$ cat src/rtl/unidad_muldiv.sv
// -----------------------------------------------------------------------------
// unidad_muldiv -- iterative RV32M multiply/divide unit
//
// Sits between register-file read and write-back. It takes the two read-port
// operands, works one bit per cycle (radix-2) and returns the write-back data
// together with the destination index and write enable. Every operation takes
// the same number of cycles, including the divide special cases.
//
// Ports:
//   clk     in   system clock, rising edge
//   reset   in   asynchronous, active-high reset
//   start   in   operation request, sampled only in IDLE
//   funct3  in   000 MUL, 001 MULH, 010 MULHSU, 011 MULHU,
//                100 DIV, 101 DIVU, 110 REM,  111 REMU
//   a, b    in   rs1 / rs2 operand values
//   rd_in   in   destination register index
//   busy    out  high in CALC and FIN
//   done    out  one-cycle pulse, result valid
//   result  out  write-back data, held until the next FIN
//   rd_out  out  destination index, held until the next FIN
//   we_out  out  register-file write enable (done with a non-zero rd_out)
// -----------------------------------------------------------------------------
module unidad_muldiv #(
  parameter int XLEN = 32,
  parameter int ITER = 32
) (
  input  logic            clk,
  input  logic            reset,
  input  logic            start,
  input  logic [2:0]      funct3,
  input  logic [XLEN-1:0] a,
  input  logic [XLEN-1:0] b,
  input  logic [4:0]      rd_in,
  output logic            busy,
  output logic            done,
  output logic [XLEN-1:0] result,
  output logic [4:0]      rd_out,
  output logic            we_out
);

  localparam int W2 = 2 * XLEN;

  typedef enum logic [1:0] {IDLE, CALC, FIN} state_t;

  state_t          state;
  logic [5:0]      cnt;
  logic [2:0]      op;
  logic [4:0]      rd_q;
  // Multiply: multiplicand |a|. Divide: divisor |b|.
  logic [XLEN-1:0] opnd;
  // Multiply: {partial product, remaining multiplier bits}.
  // Divide:   {partial remainder, dividend bits shifting into quotient}.
  logic [W2-1:0]   acc;
  logic            neg;
  logic            divz;

  // ---------------------------------------------------------------------------
  // Operand conditioning at accept time
  // ---------------------------------------------------------------------------
  logic            a_signed, b_signed;
  logic            sa, sb;
  logic [XLEN-1:0] mag_a, mag_b;

  always_comb begin
    // a is signed for MUL, MULH, MULHSU, DIV, REM; b for MUL, MULH, DIV, REM.
    a_signed = funct3[2] ? ~funct3[0] : (funct3[1:0] != 2'b11);
    b_signed = funct3[2] ? ~funct3[0] : ~funct3[1];
    sa       = a_signed & a[XLEN-1];
    sb       = b_signed & b[XLEN-1];
    mag_a    = sa ? (~a + 1'b1) : a;
    mag_b    = sb ? (~b + 1'b1) : b;
  end

  // ---------------------------------------------------------------------------
  // One iteration of shift-add multiply or restoring divide
  // ---------------------------------------------------------------------------
  logic [XLEN:0]   sum;
  logic [XLEN-1:0] rem_lo;
  logic [XLEN-1:0] sub;
  logic            ge;
  logic [W2-1:0]   acc_step;

  always_comb begin
    // NOTE: every signal gets a default before any branch so no path leaves
    // it unassigned, which would otherwise infer a latch.
    sum      = '0;
    rem_lo   = '0;
    sub      = '0;
    ge       = 1'b0;
    acc_step = acc;
    if (!op[2]) begin
      sum      = {1'b0, acc[W2-1:XLEN]} + (acc[0] ? {1'b0, opnd} : '0);
      acc_step = {sum, acc[XLEN-1:1]};
    end else begin
      // The shifted partial remainder is 33 bits: {acc[63], rem_lo}. A set
      // top bit means it already exceeds any 32-bit divisor, and the true
      // difference then still fits in 32 bits, so modular subtraction is exact.
      rem_lo = {acc[W2-2:XLEN], acc[XLEN-1]};
      ge     = acc[W2-1] | (rem_lo >= opnd);
      sub    = rem_lo - opnd;
      acc_step = {(ge ? sub : rem_lo), acc[XLEN-2:0], ge};
    end
  end

  // ---------------------------------------------------------------------------
  // Final sign fix-up and result selection, from the last iteration's value
  // ---------------------------------------------------------------------------
  logic [W2-1:0]   prod_fix;
  logic [XLEN-1:0] quo, rem, fin;

  always_comb begin
    prod_fix = neg ? (~acc_step + 1'b1) : acc_step;
    quo      = acc_step[XLEN-1:0];
    rem      = acc_step[W2-1:XLEN];
    unique case (op)
      3'b000:                 fin = prod_fix[XLEN-1:0];
      3'b001, 3'b010, 3'b011: fin = prod_fix[W2-1:XLEN];
      // Divide by zero forces all ones. The MIN/-1 overflow needs no override:
      // the magnitude quotient is 0x80000000 and negating it leaves it as is.
      3'b100, 3'b101:         fin = divz ? '1 : (neg ? (~quo + 1'b1) : quo);
      // A zero divisor leaves |a| as remainder; the sign fix-up restores a.
      default:                fin = neg ? (~rem + 1'b1) : rem;
    endcase
  end

  // ---------------------------------------------------------------------------
  // Control FSM with registered outputs
  // ---------------------------------------------------------------------------
  always_ff @(posedge clk or posedge reset) begin
    // NOTE: all state, including the datapath registers, is cleared on reset
    // so an aborted operation leaves nothing behind.
    if (reset) begin
      state  <= IDLE;
      cnt    <= '0;
      op     <= '0;
      rd_q   <= '0;
      opnd   <= '0;
      acc    <= '0;
      neg    <= 1'b0;
      divz   <= 1'b0;
      busy   <= 1'b0;
      done   <= 1'b0;
      result <= '0;
      rd_out <= '0;
    end else begin
      // NOTE: non-blocking assignments here so every register samples the
      // pre-edge values, independent of statement order.
      unique case (state)
        IDLE: begin
          if (start) begin
            state <= CALC;
            busy  <= 1'b1;
            cnt   <= '0;
            op    <= funct3;
            rd_q  <= rd_in;
            acc   <= funct3[2] ? {{XLEN{1'b0}}, mag_a} : {{XLEN{1'b0}}, mag_b};
            opnd  <= funct3[2] ? mag_b : mag_a;
            // Remainders take the dividend's sign; everything else the XOR.
            neg   <= (funct3[2] && funct3[1]) ? sa : (sa ^ sb);
            divz  <= (b == '0);
          end
        end
        CALC: begin
          acc <= acc_step;
          cnt <= cnt + 6'd1;
          if (cnt == 6'(ITER - 1)) begin
            state  <= FIN;
            done   <= 1'b1;
            result <= fin;
            rd_out <= rd_q;
          end
        end
        FIN: begin
          state <= IDLE;
          done  <= 1'b0;
          busy  <= 1'b0;
        end
        default: state <= IDLE;
      endcase
    end
  end

  assign we_out = done & (rd_out != 5'd0);

endmodule
$ cat config.mk
export PLATFORM = sky130hd
export DESIGN_NAME = unidad_muldiv
export DESIGN_NICKNAME = d
export VERILOG_FILES = /design/src/rtl/unidad_muldiv.sv
export SDC_FILE = /design/constraint.sdc
export NUM_CORES = 1
export LEC_CHECK = 0
export ABC_AREA = 1
export CORE_MARGIN = 2
export CORE_UTILIZATION = 47
export DETAILED_ROUTE_END_ITERATION = 10
export GPL_TIMING_DRIVEN = 0
export PLACE_DENSITY = 0.66
export SYNTH_ARGS = -nofsm -noshare
export SYNTH_HDL_FRONTEND = slang
export SYNTH_SLANG_ARGS = --single-unit
$ cat constraint.sdc
create_clock -name clk -period 5.03 [get_ports clk]
set_input_delay 0.503 -clock clk [delete_from_list [all_inputs] [get_ports clk]]
set_output_delay 0.503 -clock clk [all_outputs]
set_load 0.01 [all_outputs]
==> impl_metrics.ini <==
[cts]
numCtsBuffers = 17
clkTransAtPathRegs_ns = 0.07
cts_buffer_depth = 2
insertion_delay_ns = 0.47
hold_buffers = 0
cts_tree = yes
cts.sinks = 153
cts-root-buf = clkbuf_16
htreeDepth = 4

[setup_path]
max_stage_delay_ns = 0.43
crit_start = acc[31]
crit_family = simple AND/OR/NAND/NOR gates
slowest_stage = dfrtp_1
r2r-start = acc[31]
crit_path_max_fanout = 9
path_class = flip-flop to flip-flop
critPathLaunchType = flip-flop
crit_buf_inv = 4
cp-end-kind = flip-flop
cp.required_ns = 5.38
worst_ep_arrival_time_ns = 5.15

[die]
num_rows = 70
die_area_sq_mm = 0.0384
initial_utilization_pct = 47.5
ioPinCount = 115
die_w_um = 196
die_h_um = 196
core_sq_mm = 0.0364

[placement]
preCtsSetupSlack_ns = 0.135
port_buffers = 114
post-dp-hpwl_um = 64600
place_inst = 3565
place_congestion = 1.08

[timing]
worst_pin_slew_ns = 1.21
period_needed_ns = 4.80
fin_crit_sh_pct = 95.5
slew_viol_final = 0
finalHoldViolCount = 0
setup_tns_ns = 0
rsz0062_at_grt = no
finalWorstSetupSlack_ns = 0.225
setup_viol = 0
relSlewSlack_pct = 18.7
skew_ns = 0.0188
fmax_mhz = 208

[detailed_routing]
viasPerCell = 5.84
drtPass1Iterations = 7
routed_wl_um = 78900
vias = 21019
drt-initial-drc-count = 2719
ant_nets = 0
route.detailed.drc = 0
wl_per_cell_um = 21.9

[layout]
fillers = 3780
multi_input_area_sq_mm = 0.0113
layout.cells.non_filler = 3598
nNetsFinal = 3263
regArea_sq_mm = 0.00383
area_growth_pct = 13.9
drive_gt1_share_pct = 5.08

[global_routing]
grt_start_max_net_pins = 83
grt_pass1_wl_um = 116000
grt_util_all_layers_pct = 40.8
grt.met3_usage_pct = 6.74
met2_usage_pct = 63.7
antenna_found_initial = 1
grtUsageMet1_pct = 52.7
first_global_vias = 19590
grt_busiest_layer = met2
overflow = 0

[logic_synthesis]
synth_area_sq_mm = 0.0173
syn_nets = 3128
yosys.area.top_type_share_pct = 22.1
synth_area_per_cell_sq_um = 5.81
synth-seq-area-share_pct = 22.1
ys.flop_type = dfrtp_1
yosys.area.top_type = dfrtp_1
yosysWarnings = 0
synth_edf_count = 0
ys_ff_latch = 153
synthTopCellsByArea = dfrtp_1 (22%), nand2_1 (21%), inv_1 (10%)
synth_cells = 2982
yosysMostFrequentCell = nand2_1
ys_types = 53
async_reset_ff_share_pct = 100
ys_top_cells_by_count = nand2_1 (968), inv_1 (467), nor2_1 (285), nand3_1 (265), o21ai_0 (160)

[worst_hold_path]
hold_start = result[0]
hold_path.class = flip-flop to flip-flop

[job]
cap_violations = 0

[run_status]
status = complete, no violations
-- cells by family after synthesis --
family          synth area share [%]
compound gates                  14.3
simple gates                    40.5
flops                           22.1
xor+xnor                        5.06
fa+ha+maj                       5.22
buf+inv                         12.8
-- flip-flops by register name (all words and copies together) (netlist names) --
register	count
acc	64
divz	1
busy	1
op	3
state	2
neg	1
result	32
opnd	32
rd_q	5
cnt	6
rd_out	5
done	1
-- stage by stage --
stage | hold slack, ns | utilization, % | cell area [sq um]
2_1_floorplan | 0.446 | - | 17300
3_3_place_gp | 0.466 | 52.3 | 19000
3_5_place_dp | 0.464 | 52.4 | 19100
4_1_cts | 0.481 | 54.1 | 19700
5_1_grt | 0.493 | 54.1 | 19700
6_report | 0.478 | 54.1 | 19700
-- cell type report --
type	count	share of cell area, %
Inverter	483	9.22
Sequential cell	153	19.4
Clock buffer	17	2.16
Tap cell	468	2.97
Antenna cell	1	0.0127
Multi-Input combinational cell	2258	57.2
Timing Repair Buffer	116	5.96
Buffer	88	2.08
Clock inverter	14	0.983
-- cell usage in the layout (no fill, tap or decap), types with 4 or more instances in the layout --
cell,netlist,routed
nand2_1,968,967
inv_1,467,466
nor2_1,285,285
nand3_1,265,265
o21ai_0,160,160
dfrtp_1,153,153
clkdlybuf4s50_1,0,114
a21oi_1,106,106
xor2_1,75,75
ha_1,69,69
clkbuf_1,50,50
o22ai_1,45,45
nand2_2,30,31
nor3_1,27,27
xnor2_1,25,25
nand4_1,24,24
nor2_2,20,20
buf_2,19,19
o211ai_1,19,19
clkbuf_16,0,17
a31oi_1,13,13
or2_2,13,13
nand3b_1,12,12
o221ai_1,12,12
o21ai_1,12,12
buf_1,10,10
inv_2,10,10
o2111ai_1,9,9
a22oi_1,7,7
clkinv_1,6,6
nand3_2,6,6
buf_4,5,6
o21bai_1,6,6
a221oi_1,6,6
a221o_1,6,6
nor2_4,4,4
o21a_1,4,4
o31ai_1,4,4
-- worst reg2reg max path: cells and delay by family, from the launching register on --
kind	cells	cell delay (ns)
adders and majority gates	3	0.75
buffers and inverters	4	0.38
DFF	1	0.43
and+or+nand+nor	24	3.14
-- path summary, 6_finish.rpt --
check / endpoint / slack (ns) / depth (start not counted)
max reg2reg: result[18] / 0.23 / 31
min reg2reg: result[0] / 0.48 / 2
max in group asynchronous: acc[15] / 3.59 / 3
min: result[0] / 0.48 / 2
min in group asynchronous: rd_out[4] / 0.53 / 2
max: result[18] / 0.23 / 31
-- layer usage --
metal,routed length [um],part of all wire [%]
met3,7900,10
met4,5520,7.0
met1,31600,40
met5,0,0
met2,33900,43
-- repair_timing --
item / 4_1_cts / 5_1_grt
buffers inserted: 0 / 1
setup endpoints to repair: 0 / 13
resized for setup: 0 / 2
Power is not shown: default switching activity piles up to over one toggle a cycle in this logic, so the estimate is an artifact.
